<file path="src/rtl/bcd_conversion_arbiter.sv">
// bcd_conversion_arbiter: round-robin shared double-dabble binary-to-BCD engine for two requesters
// Ports: CLOCK_50/reset (async, active-high); reqN_valid/reqN_data in, reqN_ready out (transfer = valid & ready);
//        bcd_hundreds/bcd_tens/bcd_ones + bcd_owner update as bcd_valid pulses; busy is high outside IDLE.
// Option: BCD_BLANK_LEADING_ZERO_EN turns leading zero digits into 4'hF (blank on the 7-segment decoder).
module bcd_conversion_arbiter #(
  parameter int WIDTH = 9
) (
  input  logic             CLOCK_50,
  input  logic             reset,
  input  logic             req0_valid,
  input  logic [WIDTH-1:0] req0_data,
  output logic             req0_ready,
  input  logic             req1_valid,
  input  logic [WIDTH-1:0] req1_data,
  output logic             req1_ready,
  output logic [3:0]       bcd_hundreds,
  output logic [3:0]       bcd_tens,
  output logic [3:0]       bcd_ones,
  output logic             bcd_valid,
  output logic             bcd_owner,
  output logic             busy
);
  localparam int CW = $clog2(WIDTH + 1);
  typedef enum logic [1:0] {IDLE, SHIFT, DONE} state_t;
  state_t state, state_nx;
  logic [WIDTH-1:0] shreg;
  logic [11:0] acc, adj, acc_nx;
  logic [CW-1:0] count;
  logic owner, last_owner, grant0, grant1, accept, finish;
  logic [3:0] dig_h, dig_t;
`ifdef BCD_BLANK_LEADING_ZERO_EN
  localparam logic [3:0] LEAD_RST = 4'hF;
  assign dig_h = acc_nx[11:8] == 4'd0 ? 4'hF : acc_nx[11:8];
  assign dig_t = acc_nx[11:4] == 8'd0 ? 4'hF : acc_nx[7:4];
`else
  localparam logic [3:0] LEAD_RST = 4'h0;
  assign dig_h = acc_nx[11:8];
  assign dig_t = acc_nx[7:4];
`endif
  always_comb begin
    // last_owner==1 favours req0 on a tie, so service alternates under contention
    grant0 = req0_valid & (~req1_valid | last_owner);
    grant1 = req1_valid & (~req0_valid | ~last_owner);
    req0_ready = (state == IDLE) & grant0;
    req1_ready = (state == IDLE) & grant1;
    accept = req0_ready | req1_ready;
    finish = (state == SHIFT) && (count == CW'(1));
    bcd_valid = state == DONE;
    busy = state != IDLE;
    state_nx = state == IDLE ? (accept ? SHIFT : IDLE) : state == SHIFT ? (finish ? DONE : SHIFT) : IDLE;
    adj = acc;
    for (int i = 0; i < 3; i++)
      adj[4*i+:4] = acc[4*i+:4] >= 4'd5 ? acc[4*i+:4] + 4'd3 : acc[4*i+:4];
    acc_nx = (adj << 1) | 12'(shreg[WIDTH-1]);
  end
  always_ff @(posedge CLOCK_50 or posedge reset)
    if (reset) state <= IDLE;
    else state <= state_nx;
  always_ff @(posedge CLOCK_50 or posedge reset)
    if (reset) begin
      shreg <= '0;
      acc <= '0;
      count <= '0;
      owner <= 1'b0;
      last_owner <= 1'b1;
      bcd_hundreds <= LEAD_RST;
      bcd_tens <= LEAD_RST;
      bcd_ones <= 4'd0;
      bcd_owner <= 1'b0;
    end else begin
      if (accept) begin
        shreg <= req1_ready ? req1_data : req0_data;
        acc <= '0;
        count <= CW'(WIDTH);
        owner <= req1_ready;
        last_owner <= req1_ready;
      end else if (state == SHIFT) begin
        acc <= acc_nx;
        shreg <= shreg << 1;
        count <= count - CW'(1);
      end
      // results are captured from the final shift so they appear on DONE entry
      if (finish) begin
        bcd_hundreds <= dig_h;
        bcd_tens <= dig_t;
        bcd_ones <= acc_nx[3:0];
        bcd_owner <= owner;
      end
    end
endmodule

</file>
<file path="config.mk">
export PLATFORM = sky130hd
export DESIGN_NAME = bcd_conversion_arbiter
export DESIGN_NICKNAME = d
export VERILOG_FILES = /design/src/rtl/bcd_conversion_arbiter.sv
export SDC_FILE = /design/constraint.sdc
export NUM_CORES = 1
export LEC_CHECK = 0
export ABC_CLOCK_PERIOD_IN_PS = 2000
export CAP_MARGIN = 25
export CORE_UTILIZATION = 51
export DETAILED_ROUTE_END_ITERATION = 8
export GPL_ROUTABILITY_DRIVEN = 0
export PLACE_DENSITY = 0.8
export SYNTH_ARGS = -nofsm -noshare
export SYNTH_HDL_FRONTEND = slang
export SYNTH_SLANG_ARGS = --single-unit
</file>
<file path="constraint.sdc">
create_clock -name CLOCK_50 -period 2 [get_ports CLOCK_50]
set_input_delay 0.6 -clock CLOCK_50 [delete_from_list [all_inputs] [get_ports CLOCK_50]]
set_output_delay 0.6 -clock CLOCK_50 [all_outputs]
set_load 0.05 [all_outputs]
</file>
# After elaboration in Yosys (flattened, before gate mapping)
# Cells that the tools add are included.
[word_totals]
elab_cells = 49
out_inout_bits = 17
in_bits = 22
register_bits = 42
[classes]
n_mux = 14
n_reduce_logical = 4
n_addsub = 4
magnitude_cmp = 3
eq_ne = 3
bitwise = 11
[ops]
columns = ["cell", "n"]
rows = [
  ["9-bit 2-to-1 mux", 3],
  ["12-bit 2-to-1 mux", 2],
  ["4-bit 2-to-1 mux", 4],
  ["4-bit by 3-bit >= comparator with 1-bit output, second input constant", 3],
  ["12-bit by 1-bit OR with 12-bit output", 1],
  ["4-bit by 2-bit adder with 4-bit output, second input constant", 2],
  ["2-bit 2-to-1 mux", 3],
  ["1-bit bitwise AND", 4],
  ["4-bit by 1-bit == test with 1-bit output, second input constant", 1],
  ["2-bit nonzero test", 2],
  ["4-bit by 1-bit subtractor with 4-bit output, second input constant", 1],
  ["3-bit by 2-bit adder with 3-bit output, second input constant", 1],
  ["3-bit 2-to-1 mux", 1],
  ["1-bit NOT", 3],
  ["1-bit OR", 3],
  ["2-bit by 1-bit == test with 1-bit output, second input constant", 1],
  ["2-bit == test, second input constant", 1],
  ["2-bit zero test", 1],
  ["1-bit logical AND", 1],
  ["1-bit 2-to-1 mux", 1],
]

# Longest topological paths before layout
# Gate-level depths: netlist of the first run.
[depth]
depth_word = 7
depth_mapped = 7
mapped_depth_nobuf = 6

# Least setup slack after synthesis of the first run
# No wires, ideal clock.
[synth_path]
kind = "reg2out"
startpoint = "register state[1]"
endpoint = "output req1_ready"
arrival_time_ns = 1.585
path_stages_with_launch = 4
slack_ns = -0.185
required_time_ns = 1.400
path_buffers = 0
path_cell_list = "dfrtp_1 -> nor2_1 -> inv_1 -> nor2_1"
[synth_via]
elab_chain_cells = 2
[synth_rtl]
columns = ["element", "line_no", "source"]
rows = [
  ["from (decl)", "25", "state_t state, state_nx;"],
  ["from (signal assigned)", "58", "else state <= state_nx;"],
  ["2-bit zero test", "45", "req1_ready = (state == IDLE) & grant1;"],
  ["1-bit bitwise AND", "45", ""],
  ["to (decl)", "15", "output logic req1_ready,"],
]
# No other way between the ends.

# Final worst setup path of the first run
[layout_path]
startpoint = "input req1_valid"
endpoint = "output req0_ready"
[layout_via]
elab_chain_cells = 4
[layout_rtl]
columns = ["element", "line_no", "source"]
rows = [
  ["from (decl)", "13", "input logic req1_valid,"],
  ["1-bit NOT", "42", "grant0 = req0_valid & (~req1_valid | last_owner);"],
  ["1-bit OR", "42", ""],
  ["1-bit bitwise AND", "42", ""],
  ["1-bit bitwise AND", "44", "req0_ready = (state == IDLE) & grant0;"],
  ["to (decl)", "12", "output logic req0_ready,"],
]
# No other way between the ends.

==> results of run 1 <==
[critical path, delay by kind of cell]
kind | cells | cell delay [ns]
buffers and inverters | 2 | 0.42
and+or+nand+nor | 2 | 0.33
[layout make-up]
class / instances / area [sq um]
repair buffers: 49 / 468
multi-input cells: 132 / 932
flip-flops and latches: 42 / 1050
clock buffers: 7 / 76.3
fillers: 288 / 1110
inverters: 11 / 43.8
well taps: 48 / 60.1
[per-layer routing]
metal / GRT usage (%) / vias to the layer above / wire [um]
li1: - / 768 / -
met5: 0 / - / 0
met4: 5.71 / 0 / 35
met3: 4.51 / 5 / 142
met1: 25.9 / 752 / 1750
met2: 37.5 / 36 / 2030
[timing repair]
action,4_1_cts,5_1_grt
endpoints found under the hold margin,0,0
resized for setup,6,1
setup endpoints to repair,2,1
pin swaps,1,0
[cells by family after synthesis]
kind of cell    synth area share [%]
fa+ha+maj                       4.90
flops                           51.5
mux                             9.74
compound gates                  15.0
simple gates                    12.9
buf+inv                         3.86
xor+xnor                        2.14
[worst max-delay path by stage]
stage | slack [ns] | cells past startpoint | startpoint | end
floorplan | 0.03 | 2 | req1_valid | req0_ready
CTS | 0.06 | 4 | state[1] | req0_ready
global route | 0.02 | 4 | req1_valid | req0_ready
finish | 0.06 | 4 | req1_valid | req0_ready
global placement | -0.13 | 4 | req1_valid | req0_ready
detailed placement | -0.18 | 4 | req0_valid | req0_ready
[flip-flops by register name (all words and copies together), names as in the netlist]
| name | cells |
|---|---|
| state | 2 |
| bcd_tens | 4 |
| shreg | 9 |
| bcd_ones | 4 |
| bcd_owner | 1 |
| last_owner | 1 |
| count | 4 |
| acc | 12 |
| bcd_hundreds | 4 |
| owner | 1 |
[report_power, final]
group / internal (uW) / switching [uW]
registers: 1200 / 274
clock network: 240 / 264
logic: 824 / 1210
[layout by cell type (no fill, tap or decap), types with 2 or more instances in the layout]
master                            instances
sky130_fd_sc_hd__a22o_1                   6
sky130_fd_sc_hd__nor2b_1                  2
sky130_fd_sc_hd__nand3_1                  6
sky130_fd_sc_hd__o21ai_1                  9
sky130_fd_sc_hd__xnor2_1                  5
sky130_fd_sc_hd__dfrtp_1                 41
sky130_fd_sc_hd__mux2_2                   5
sky130_fd_sc_hd__clkbuf_8                 5
sky130_fd_sc_hd__mux2i_1                 12
sky130_fd_sc_hd__nor2_4                   2
sky130_fd_sc_hd__a21oi_1                  6
sky130_fd_sc_hd__a21oi_2                  3
sky130_fd_sc_hd__nand2b_1                 4
sky130_fd_sc_hd__nor3b_1                  5
sky130_fd_sc_hd__a22oi_1                  8
sky130_fd_sc_hd__clkbuf_1                 2
sky130_fd_sc_hd__o21ai_0                 17
sky130_fd_sc_hd__buf_4                   24
sky130_fd_sc_hd__clkdlybuf4s50_1         19
sky130_fd_sc_hd__nor3_1                   4
sky130_fd_sc_hd__ha_1                     8
sky130_fd_sc_hd__inv_1                   10
sky130_fd_sc_hd__nand2_1                 18
sky130_fd_sc_hd__dlygate4sd2_1            2
sky130_fd_sc_hd__mux2_1                   2
sky130_fd_sc_hd__buf_12                   4
[through the flow]
step	TNS [ns]	hold slack [ns]	cells	setup WS, ns	power (uW)
detailed placement	-1.11	0.461	282	-0.181	3510
finish	0	0.475	289	0.0555	4010
floorplan	0	0.443	192	0.0293	2900
CTS	0	0.478	289	0.0557	4040
global route	0	0.515	289	0.0169	4320
global placement	-0.523	0.455	282	-0.134	3440
==> impl_metrics.env, run 1 <==
export IMPL_crit_required_ns=1.40
export IMPL_antenna_cells=0
export IMPL_routed_via_density=5.40
export IMPL_flow_area_growth_from_synthesis_pct=28.8
export IMPL_slew_viol_final=0
export IMPL_final_design_area_no_fill_sq_mm=0.00263
export IMPL_fin_crit_ns=1.94
export IMPL_finalWirelength_um=3950
export IMPL_rr_endpoint="bcd_tens[1]"
export IMPL_clkLatencyLatePin_ns=0.28
export IMPL_clock_path_buffers=2
export IMPL_arrival_ns=1.34
export IMPL_crit_slowest_cell="sky130_fd_sc_hd__dlygate4sd2_1"
export IMPL_synth_edff_count=0
export IMPL_yosysWarningCount=0
export IMPL_grt_pass1_wl_um=6910
export IMPL_buffer_ports_inserted=38
export IMPL_syn_num_nets=222
export IMPL_peakVddDrop_v=0.00103
export IMPL_setup_viol=0
export IMPL_nets=271
export IMPL_ff2ff_path_depth=6
export IMPL_routed_wl_per_cell_um=13.7
export IMPL_worst_hold_path_endpoint="owner"
export IMPL_post_cts_setup_buffer_count=0
export IMPL_cells_after_synth=192
export IMPL_dp_hpwl_um=2840
export IMPL_hold_buffers=0
export IMPL_yosys_cell_count_top_type="sky130_fd_sc_hd__dfrtp_1"
export IMPL_regToRegStartpoint="count[1]"
export IMPL_worstSetupPathType="input pin to output port"
export IMPL_status="finished, final reports clean"
export IMPL_p_per_area_mw_per_mm2=1520
export IMPL_timing_worst_slew_pin_value_ns=0.316
export IMPL_min_delay_start="owner"
export IMPL_dpl_cell_area_sq_mm=0.00254
export IMPL_cap_viol_max_count=0
export IMPL_ios=39
export IMPL_timing_reg2reg_setup_slack_ns=0.34
export IMPL_antenna_violations_before_repair=0
export IMPL_ys_seq_elements=42
export IMPL_post_route_cells_drive_above_1_share_pct=20.7
export IMPL_cts_max_level=2
export IMPL_utilization_pct=70.3
export IMPL_synth_seq_area_share_pct=51.5
export IMPL_timing_critical_path_cells="dlygate4sd2_1, nor2b_2, nor2_2, buf_12"
export IMPL_crit_fanout=3
export IMPL_die_ht_um=65.3
export IMPL_rsz_0062_raised_after_global_routing="false"
export IMPL_placement_rows=22
export IMPL_detailed_router_s_first_iteration_violation_count=99
export IMPL_grt_remaining_overflow=0
export IMPL_synth_area_sq_mm=0.00204
export IMPL_cts_buffers=5
export IMPL_leakage_uw=0.00124
export IMPL_clock_root_buffer="sky130_fd_sc_hd__clkbuf_8"
export IMPL_min_path_type="flip-flop to flip-flop"
export IMPL_timing_hold_worst_path_depth=1
export IMPL_syn_area_per_cell_sq_um=10.6
export IMPL_overall_global_routing_usage_pct=21.2
export IMPL_synth_largest_type_area_fraction_pct=50.2
export IMPL_worstSetupEndpointType="output port"
export IMPL_cpPeakStageDelay_ns=0.27
export IMPL_synthTopCellsByCount="41 x sky130_fd_sc_hd__dfrtp_1, 18 x sky130_fd_sc_hd__nand2_1, 17 x sky130_fd_sc_hd__o21ai_0"
export IMPL_detail_route_drc_violations=0
export IMPL_skew_ns=0.00287
export IMPL_fmax_ghz=0.514
export IMPL_tritoncts="yes"
export IMPL_hold_violation_total_from_the_final_report=0
export IMPL_initial_core_util_pct=54.6
export IMPL_placeableCoreArea_sq_mm=0.00374
export IMPL_cts_num_sinks=42
export IMPL_dr_pass1_iters=4
export IMPL_ratio_of_final_minimum_period_to_clock_period_pct=97.2
export IMPL_grt_pass1_vias=1556
export IMPL_netlist_top_cells_area="sky130_fd_sc_hd__dfrtp_1 50%, sky130_fd_sc_hd__mux2i_1 5.9%, sky130_fd_sc_hd__ha_1 4.9%"
export IMPL_synth_cell_type_count=32
export IMPL_area_enclosed_by_the_die_boundary_sq_mm=0.00426
export IMPL_detailroute_via_count=1561
export IMPL_die_width_um=65.3
export IMPL_pin_count_of_the_biggest_net_entering_global_routing=43
export IMPL_synth_async_sr_flop_share_pct=100
export IMPL_cts_reportedPaths_clkPinSlew_ns=0.07
export IMPL_route_antenna_remaining_nets=0
export IMPL_maxSlewHeadroom_pct=78.8
export IMPL_worst_setup_path_start_kind="input pin"
export IMPL_post_synth_top_area_cell="sky130_fd_sc_hd__dfrtp_1"
export IMPL_ys_flop_type="sky130_fd_sc_hd__dfrtp_1"
(Power assumes the default switching activity.)
==> run 2: changes to the inputs <==
--- a/config.mk
+++ b/config.mk
@@ -5,11 +5,13 @@
 export SDC_FILE = /design/constraint.sdc
 export NUM_CORES = 1
 export LEC_CHECK = 0
-export ABC_CLOCK_PERIOD_IN_PS = 2000
+export ABC_CLOCK_PERIOD_IN_PS = 1800
 export CAP_MARGIN = 25
+export CORE_ASPECT_RATIO = 1.2
 export CORE_UTILIZATION = 51
 export DETAILED_ROUTE_END_ITERATION = 8
 export GPL_ROUTABILITY_DRIVEN = 0
+export GPL_TIMING_DRIVEN = 0
 export PLACE_DENSITY = 0.8
 export SYNTH_ARGS = -nofsm -noshare
 export SYNTH_HDL_FRONTEND = slang
==> constraint.sdc (replaced) <==
create_clock -name CLOCK_50 -period 1.8 [get_ports CLOCK_50]
set_input_delay 0.54 -clock CLOCK_50 [delete_from_list [all_inputs] [get_ports CLOCK_50]]
set_output_delay 0.54 -clock CLOCK_50 [all_outputs]
set_load 0.05 [all_outputs]
==> run 2 against run 1 <==
  * The flow now finishes with violations (negative setup slack)
  * Clock-buffer cell count stayed put
  * Clock skew rose by 0.0051 ns
  * Total power grew 12%
  * First-iteration DRC count decreased by 28%
  * Utilization rose by 0.31 points
  * Setup slack worse by 0.066 ns
  * Sequential share of layout area increased by 0.086 points
  * Global-route usage increased by 0.59 points
  * Critical path type unchanged
  * Largest cell class unchanged
==> impl_metrics.env, run 2 (synthesis results as in run 1) <==
export IMPL_status="finished, violations left"
export IMPL_violations="negative setup slack"
export IMPL_dp_hpwl_um=2840
export IMPL_min_path_type="flip-flop to flip-flop"
export IMPL_max_flop_register="acc"
export IMPL_slew_viol_final=0
export IMPL_crit_required_ns=1.26
export IMPL_fin_crit_ns=1.81
export IMPL_placeableCoreArea_sq_mm=0.00372
export IMPL_flow_area_growth_from_synthesis_pct=28.7
export IMPL_worstSetupEndpointType="output port"
export IMPL_post_route_cells_drive_above_1_share_pct=18.5
export IMPL_p_per_area_mw_per_mm2=1710
export IMPL_grt_pass1_wl_um=6780
export IMPL_reg_top3="acc x12, shreg x9"
export IMPL_clock_path_buffers=2
export IMPL_placement_rows=24
export IMPL_arrival_ns=1.27
export IMPL_postLayoutSetupSlackWorst_ns=-0.0104
export IMPL_crit_fanout=4
export IMPL_placed_cell_count=282
export IMPL_ratio_of_final_minimum_period_to_clock_period_pct=101
export IMPL_maxSlewHeadroom_pct=42.2
export IMPL_initial_core_util_pct=54.9
export IMPL_fmax_ghz=0.552
export IMPL_overall_global_routing_usage_pct=21.8
export IMPL_routed_via_density=5.29
export IMPL_detailed_router_s_first_iteration_violation_count=71
export IMPL_hold_buffers=0
export IMPL_cts_max_level=2
export IMPL_worstPathBufferInverterCount=2
export IMPL_critical_path_top_delay_family="buffers and inverters"
export IMPL_clock_root_buffer="sky130_fd_sc_hd__clkbuf_8"
export IMPL_cap_viol_max_count=0
export IMPL_timing_hold_ws_ns=0.478
export IMPL_tritoncts="yes"
export IMPL_setup_viol=1
export IMPL_layout_cells_most_common="sky130_fd_sc_hd__dfrtp_1"
export IMPL_antenna_violations_before_repair=0
export IMPL_stdcell_count=295
export IMPL_clkLatencyLatePin_ns=0.30
export IMPL_cts_num_sinks=42
export IMPL_nets=272
export IMPL_peakVddDrop_v=0.00129
export IMPL_pin_count_of_the_biggest_net_entering_global_routing=43
export IMPL_skew_ns=0.00792
export IMPL_die_width_um=59.8
export IMPL_area_enclosed_by_the_die_boundary_sq_mm=0.00426
export IMPL_leakage_uw=0.00125
export IMPL_dr_pass1_iters=5
export IMPL_grt_pass1_vias=1500
export IMPL_crit_slowest_cell="sky130_fd_sc_hd__dlygate4sd2_1"
export IMPL_buffer_ports_inserted=38
export IMPL_hold_violation_total_from_the_final_report=0
export IMPL_die_ht_um=71.3
export IMPL_grt_remaining_overflow=0
export IMPL_largest_reg_flops=12
export IMPL_timing_critical_path_cells="dlygate4sd2_1, nand2_2, nand2_4, nor2_4, buf_8"
export IMPL_route_antenna_remaining_nets=0
export IMPL_worst_setup_path_start_kind="input pin"
export IMPL_antenna_cells=0
export IMPL_finalWirelength_um=4060
export IMPL_routed_wl_per_cell_um=13.8
export IMPL_rsz_0062_raised_after_global_routing="true"
export IMPL_preCtsSetupSlack_ns=-1.03
export IMPL_total_power_uw=4490
export IMPL_setup_tns_final_ns=-0.0104
export IMPL_timing_worst_slew_pin_value_ns=0.866
export IMPL_worstSetupPathType="input pin to output port"
export IMPL_cts_buffers=5
export IMPL_ios=39
export IMPL_cts_reportedPaths_clkPinSlew_ns=0.07
export IMPL_detail_route_drc_violations=0
export IMPL_detailroute_via_count=1560
export IMPL_cpPeakStageDelay_ns=0.29
export IMPL_final_cell_mix="40 x sky130_fd_sc_hd__dfrtp_1, 19 x sky130_fd_sc_hd__clkdlybuf4s50_1, 17 x sky130_fd_sc_hd__o21ai_0"
==> run 2: cell types whose count changed in the layout (fill, tap and decap cells not counted), moves of 2 or more <==
cell | before | now
sky130_fd_sc_hd__buf_2 | 0 | 6
sky130_fd_sc_hd__nand2_1 | 18 | 16
sky130_fd_sc_hd__clkbuf_2 | 0 | 2
sky130_fd_sc_hd__inv_2 | 0 | 2
sky130_fd_sc_hd__buf_12 | 4 | 0
sky130_fd_sc_hd__inv_1 | 10 | 8
sky130_fd_sc_hd__buf_4 | 24 | 6
sky130_fd_sc_hd__dlygate4sd2_1 | 2 | 14
==> run 2: area by class of cell <==
cell class              count  area [sq um]
clock buffers               7          86.3
flip-flops and latches     42          1050
clock inverters             1          5.00
fillers                   320          1090
well taps                  52          65.1
repair buffers             43           397
inverters                  11          43.8
plain buffers               7          37.5
multi-input cells         132           942
==> run 2: path summary, 6_finish.rpt <==
| path | from | endpoint | slack (ns) | cells past startpoint |
|---|---|---|---|---|
| max | req0_valid | req1_ready | -0.01 | 5 |
| min | bcd_tens[0] | bcd_tens[0] | 0.48 | 2 |
| max reg2reg | acc[0] | bcd_ones[2] | 0.18 | 6 |
| min reg2reg | bcd_tens[0] | bcd_tens[0] | 0.48 | 2 |
| max in group asynchronous | reset | state[1] | 0.48 | 2 |
| min in group asynchronous | reset | acc[1] | 0.74 | 2 |
==> run 2: per-stage QoR <==
stage	utilization, %	area [sq um]
after floorplan	-	2050
after CTS	70.1	2610
after global routing	70.6	2630
final	70.6	2630
after detailed placement	67.1	2500
after global placement	67.1	2500
==> run 2: per-layer routing <==
metal	global-route usage (%)	share of wire [%]	wire length (um)	vias up
li1	-	-	-	770
met1	27.3	44	1770	737
met2	34.4	50	2040	48
met3	6.68	4.5	182	5
met4	9.30	1.8	73	0
met5	0	0	0	-
==> run 2: what timing repair did <==
item / CTS / global route
gates resized for setup: 48 / 5
pin swaps: 3 / 0
buffers inserted: 3 / 2
setup endpoints to repair: 17 / 7
==> run 2: where the power goes <==
part	total (uW)	leakage [uW]	switching, uW	internal [uW]
Clock	626	0.0000482	317	309
Combinational	2240	0.000672	1380	862
Sequential	1630	0.000529	289	1340
==> run 2: worst reg2reg max path, cell delays in order (launching register included) <==
cell and delay [ns]:
sky130_fd_sc_hd__dfrtp_1 0.42, sky130_fd_sc_hd__inv_1 0.10, sky130_fd_sc_hd__ha_1 0.24, sky130_fd_sc_hd__nand2b_1 0.11, sky130_fd_sc_hd__a21oi_2 0.20, sky130_fd_sc_hd__mux2i_1 0.30
sky130_fd_sc_hd__mux2_2 0.20
==> run 3: changes to the inputs <==
--- a/config.mk
+++ b/config.mk
@@ -6,7 +6,7 @@
 export NUM_CORES = 1
 export LEC_CHECK = 0
 export ABC_CLOCK_PERIOD_IN_PS = 1800
-export CAP_MARGIN = 25
+export CAP_MARGIN = 5
 export CORE_ASPECT_RATIO = 1.2
 export CORE_UTILIZATION = 51
 export DETAILED_ROUTE_END_ITERATION = 8
==> results of run 3 <==
No change in the layout: final DEF, timing and power equal those of run 2.
==> RTL edit 1 (flow settings as in run 1) <==
Put one more register stage on the output `bcd_hundreds`, with the module's reset. The value now appears one clock later. The other outputs are not delayed to match.
--- a/src/rtl/bcd_conversion_arbiter.sv
+++ b/src/rtl/bcd_conversion_arbiter.sv
@@ -23,4 +23,6 @@
   localparam int CW = $clog2(WIDTH + 1);
   typedef enum logic [1:0] {IDLE, SHIFT, DONE} state_t;
+
+  logic [3:0] bcd_hundreds_s0;
   state_t state, state_nx;
   logic [WIDTH-1:0] shreg;
@@ -64,5 +66,5 @@
       owner <= 1'b0;
       last_owner <= 1'b1;
-      bcd_hundreds <= LEAD_RST;
+      bcd_hundreds_s0 <= LEAD_RST;
       bcd_tens <= LEAD_RST;
       bcd_ones <= 4'd0;
@@ -82,5 +84,5 @@
       // results are captured from the final shift so they appear on DONE entry
       if (finish) begin
-        bcd_hundreds <= dig_h;
+        bcd_hundreds_s0 <= dig_h;
         bcd_tens <= dig_t;
         bcd_ones <= acc_nx[3:0];
@@ -88,4 +90,12 @@
       end
     end
+  always_ff @(posedge CLOCK_50 or posedge reset) begin
+    if (reset) begin
+      bcd_hundreds <= '0;
+    end else begin
+      bcd_hundreds <= bcd_hundreds_s0;
+    end
+  end
+
 endmodule
 
Behaviour: same outputs for any inputs over 10 cycles, from zero or initial values and one cycle with reset high; that may be too few to reach the edited logic, so the function may still have changed.
==> RTL edit 1 against run 1 <==
- worst hold slack worse by 0.099 ns
- count of clock-buffer cells in the layout down 1
- synthesized area up 3.9%
- largest power group unchanged
- design area up 6.1%
- non-clock buffer count up 7
- critical endpoint is now req1_ready
- worst setup slack worse by 0.032 ns
- clock skew down 0.00078 ns
- total power up 20%
- sequential cell count up 4
- fmax down 1.6%
- wire length up 12%
==> RTL edit 1: results (changes against run 1) <==
Clocking:
- The number of levels in the clock H-tree is 2 (unchanged).
- The largest buffer count on any clock path came to 2 (unchanged).
- The worst-skew pair later-pin latency was 0.30 ns (was 0.28 ns).
- The TritonCTS buffer count is 5 (unchanged).

Synth:
- Synth top cells by count: 45 x dfrtp_1, 23 x nand2_1, 15 x o21ai_0, 12 x a22oi_1, 12 x inv_1 (was 41 x dfrtp_1, 18 x nand2_1, 17 x o21ai_0, 12 x mux2i_1, 10 x inv_1).
- Synth area leaders: dfrtp_1 53%, ha_1 4.7%, a22oi_1 4.2% (was dfrtp_1 50%, mux2i_1 5.9%, ha_1 4.9%).
- The number of synthesis warnings was 0 (unchanged).
- The xor/xnor cell area share of the yosys netlist is 2.06% (was 2.14%).
- The synthesized-area fraction occupied by ao, oa, aoi and oai cells was 15.6% (was 15.0%).
- The fraction of the mapped netlist area in adder cells came to 4.71% (was 4.90%).
- The proportion of synthesized chip area in sequential cells is 54.3% (was 51.5%).
- The synthesized netlist net count is 225 (was 222).
- The number of distinct standard cells referenced by the synthesized netlist is 35 (was 32).
- The share of cell area taken by muxes after synthesis is 5.42% (was 9.74%).
- The mean instance size in the synthesized netlist is 10.9 um^2 (was 10.6 um^2).

Global route:
- The global-route wire length before repair is 7570 um (was 6910 um).
- The maximum number of pins on one net before global-route repair is 31 (was 43).
- The via count of the first global-routing pass is 1653 (was 1556).
- The total global-route track usage is 23.5% (was 21.2%).
- The global-route met3 utilization is 5.14% (was 4.51%).
- The global routing met2 resource utilization is 38.6% (was 37.5%).
- The met1 track demand over resource is 30.0% (was 25.9%).

Route:
- The average vias per placed instance is 5.44 (was 5.40).
- The wire length the detailed router placed on met1 was 2000 um (was 1750 um).
- The met2 wirelength from detailed routing is 2200 um (was 2030 um).
- The routed length per placed instance is 14.7 um (was 13.7 um).
- The violation count after the first detailed-routing iteration is 103 (was 99).
- The met3 layer wire length in the routed design is 183 um (was 142 um).

Finish:
- The number of nets in the finished design was 281 (was 271).
- The number of fillers in the final layout is 297 (was 288).
- The area growth from synthesis to layout was 31.6% (was 28.8%).
- The number of standard cells in the layout, taps in and fillers out is 302 (was 289).
- The layout cell share with drive strength beyond 1 is 27.0% (was 20.7%).
- The antenna cell count came to 0 (unchanged).

Run status:
- Status: completed (unchanged).

Pwr:
- The leakage power figure is 1.31 nW (was 1.24 nW).
- The worst supply voltage drop on vdd is 1.07 mV (was 1.03 mV).

Placement:
- The number of I/O port buffers came to 38 (unchanged).
- The worst setup timing slack at the placement stage was -0.340 ns (was -0.181 ns).
- The total instance count after detailed placement came to 292 (was 282).
- The placed cell area is 2660 um^2 (was 2540 um^2).
- The estimated wirelength of the detail-placed design is 3170 um (was 2840 um).

Setup path:
- The top fanout value on the critical path is 2 (was 3).
- The arrival time of data at the critical path endpoint is 1.38 ns (was 1.34 ns).

Timing:
- The worst clock skew is 0.00210 ns (was 0.00287 ns).
- The transition time at the pin with the least slew margin is 0.493 ns (was 0.316 ns).
RTL edit 1: cell types whose count changed after synthesis, moves of 5 or more:
cell,change
nand2_1,+5
o22ai_1,+8
a22o_1,-6
o21ai_1,-8
mux2i_1,-8
RTL edit 1: timing repair:
item	4_1_cts	5_1_grt
setup buffers	1	1
cloned	0	0
resized for setup	8	4
pin swaps	1	1
endpoints found under the setup margin	2	2
RTL edit 1: path summary, 6_finish.rpt:
check / from / endpoint / slack [ns] / cells after the start
hold reg to reg: bcd_hundreds_s0[1]$_DFFE_PP0P_ / bcd_hundreds[1]$_DFF_PP0_ / 0.38 / 0
setup reg to reg: count[1]$_DFFE_PP0P_ / bcd_hundreds_s0[2]$_DFFE_PP0P_ / 0.37 / 6
max in group asynchronous: reset / last_owner$_DFFE_PP1P_ / 0.94 / 3
hold / removal: bcd_hundreds_s0[1]$_DFFE_PP0P_ / bcd_hundreds[1]$_DFF_PP0_ / 0.38 / 0
setup / recovery: req0_valid / req1_ready / 0.02 / 5
min in group asynchronous: reset / bcd_hundreds_s0[1]$_DFFE_PP0P_ / 0.56 / 2
RTL edit 1: critical path: cells and delay by family:
family | cells | cell delay, ns
buffers and inverters | 3 | 0.51
AOI/OAI and AO/OA | 1 | 0.16
and+or+nand+nor | 1 | 0.09
RTL edit 1: layout make-up:
class,count,area share (%)
multi-input cells,129,32.4
clock buffers,6,2.60
inverters,13,1.88
clock inverters,2,0.493
flip-flops and latches,46,41.2
well taps,50,2.24
repair buffers,56,19.1
RTL edit 1: power breakdown:
part | leakage, nW | switching, mW | internal, mW
registers | 0.570 | 0.313 | 1.37
logic | 0.695 | 1.48 | 1.08
clock network | 0.0452 | 0.321 | 0.247
total | 1.31 | 2.12 | 2.70
==> RTL edit 2 (flow settings as in run 1) <==
Without the edit above. The option `BCD_BLANK_LEADING_ZERO_EN` is turned on by a define.
--- a/src/rtl/bcd_conversion_arbiter.sv
+++ b/src/rtl/bcd_conversion_arbiter.sv
@@ -3,4 +3,6 @@
 //        bcd_hundreds/bcd_tens/bcd_ones + bcd_owner update as bcd_valid pulses; busy is high outside IDLE.
 // Option: BCD_BLANK_LEADING_ZERO_EN turns leading zero digits into 4'hF (blank on the 7-segment decoder).
+`define BCD_BLANK_LEADING_ZERO_EN
+
 module bcd_conversion_arbiter #(
   parameter int WIDTH = 9
Function: changed (Yosys sat finds a counterexample within 4 cycles, from zero or initial values and one cycle with reset high).
==> RTL edit 2 against run 1 <==
- sequential cell count stayed put
- highest routed layer unchanged
- via count is 12% higher
- sequential power is 12% higher
- design area is 8.3% higher
- critical endpoint unchanged
- largest cell class unchanged
- clock skew is 0.0083 ns higher
- worst setup slack better by 0.014 ns
- synthesized area is 3.5% higher
- synthesized cell count is 14% higher
- clock power is 10% higher
- total power is 25% higher
- wire length is 15% higher
==> RTL edit 2: results (changes against run 1) <==
Synth:
- The proportion of synthesized chip area in sequential cells is 50.2% (was 51.5%).
- The synthesized-area fraction occupied by ao, oa, aoi and oai cells is 16.9% (was 15.0%).
- The synthesized netlist net count is 249 (was 222).
- The mean instance size in the synthesized netlist is 9.66 um^2 (was 10.6 um^2).
- The share of cell area taken by muxes after synthesis came to 5.03% (was 9.74%).
- Synth area leaders: dfrtp_1 39%, dfstp_2 11%, o21ai_0 5.7% (was dfrtp_1 50%, mux2i_1 5.9%, ha_1 4.9%).
- The xor/xnor cell area share of the yosys netlist is 2.07% (was 2.14%).
- Synth top cells by count: 33 x dfrtp_1, 30 x nand2_1, 24 x o21ai_0, 13 x inv_1, 12 x nor2_1 (was 41 x dfrtp_1, 18 x nand2_1, 17 x o21ai_0, 12 x mux2i_1, 10 x inv_1).

Timing:
- The final period demand of the worst path was 1.93 ns (was 1.94 ns).
- The transition time at the pin with the least slew margin is 0.322 ns (was 0.316 ns).
- The worst clock skew was 0.0112 ns (was 0.00287 ns).

Setup path:
- The destination of the worst register-to-register timing path is bcd_tens[0]$_DFFE_PP1P_ (was bcd_tens[1]$_DFFE_PP0P_).
- The register-to-register setup slack is 0.12 ns (was 0.34 ns).
- The slowest cell on the critical path is dfrtp_2 (was dlygate4sd2_1).
- The critical path's top delay family is flip-flops (was buffers and inverters).
- The worst reg2reg path startpoint is acc[4]$_DFFE_PP0P_ (was count[1]$_DFFE_PP0P_).
- The start point of the critical path is state[0]$_DFF_PP0_ (was req1_valid).

Run status:
- Status: completed (unchanged).

Finish:
- The number of fillers in the final layout is 304 (was 288).
- The non-clock buffer total of the final layout is 53 (was 49).
- The clock network area share is 3.16% (was 2.90%).
- The number of standard cells in the layout, taps in and fillers out was 322 (was 289).
- The data-path buffer share of cell area in the final layout is 21.0% (was 17.8%).
- The number of nets in the finished design is 301 (was 271).
- The sequential cell area in the final layout was 1060 um^2 (was 1050 um^2).
- The number of inverters outside the clock class in the layout is 14 (was 11).

Pwr:
- The leakage power figure is 1.29 nW (was 1.24 nW).
- The worst supply voltage drop on vdd is 0.899 mV (was 1.03 mV).

Route:
- The total wirelength of the detailed-routed design is 4540 um (was 3950 um).
- The number of vias after detailed routing is 1745 (was 1561).

Global route:
- The total global-route track usage is 23.0% (was 21.2%).
- The via count of the first global-routing pass is 1607 (was 1556).

Clocking:
- The worst-skew pair later-pin latency is 0.30 ns (was 0.28 ns).

Placement:
- The placed cell area was 2720 um^2 (was 2540 um^2).
- The estimated wirelength of the detail-placed design is 3200 um (was 2840 um).
- The worst setup timing slack at the placement stage is -0.161 ns (was -0.181 ns).

Worst hold path:
- The number of cells traversed by the worst hold path is 2 (was 1).
- The end of the worst hold path is last_owner$_DFFE_PP1N_ (was owner$_DFFE_PP0P_).
[RTL edit 2: power breakdown]
part | internal [mW] | total (mW) | switching [mW]
logic | 1.22 | 2.82 | 1.60
registers | 1.32 | 1.66 | 0.344
clock network | 0.245 | 0.556 | 0.311
[RTL edit 2: cells by family after synthesis]
group	after synthesis
simple gates	71
compound gates	61
flops	42
buf+inv	22
mux	10
fa+ha+maj	8
xor+xnor	5
[RTL edit 2: what timing repair did]
item / 4_1_cts / 5_1_grt
resized for setup: 4 / 4
pin swaps: 0 / 1
setup endpoints to repair: 2 / 5
buffers inserted: 1 / 3
hold buffers: 0 / 0
[RTL edit 2: layer usage]
metal | vias to the layer above | track usage [%] | wire length (um)
li1 | 874 | - | -
met1 | 813 | 27.6 | 1870
met2 | 52 | 39.9 | 2420
met3 | 6 | 5.52 | 194
met4 | 0 | 7.98 | 55
met5 | - | 0 | 0
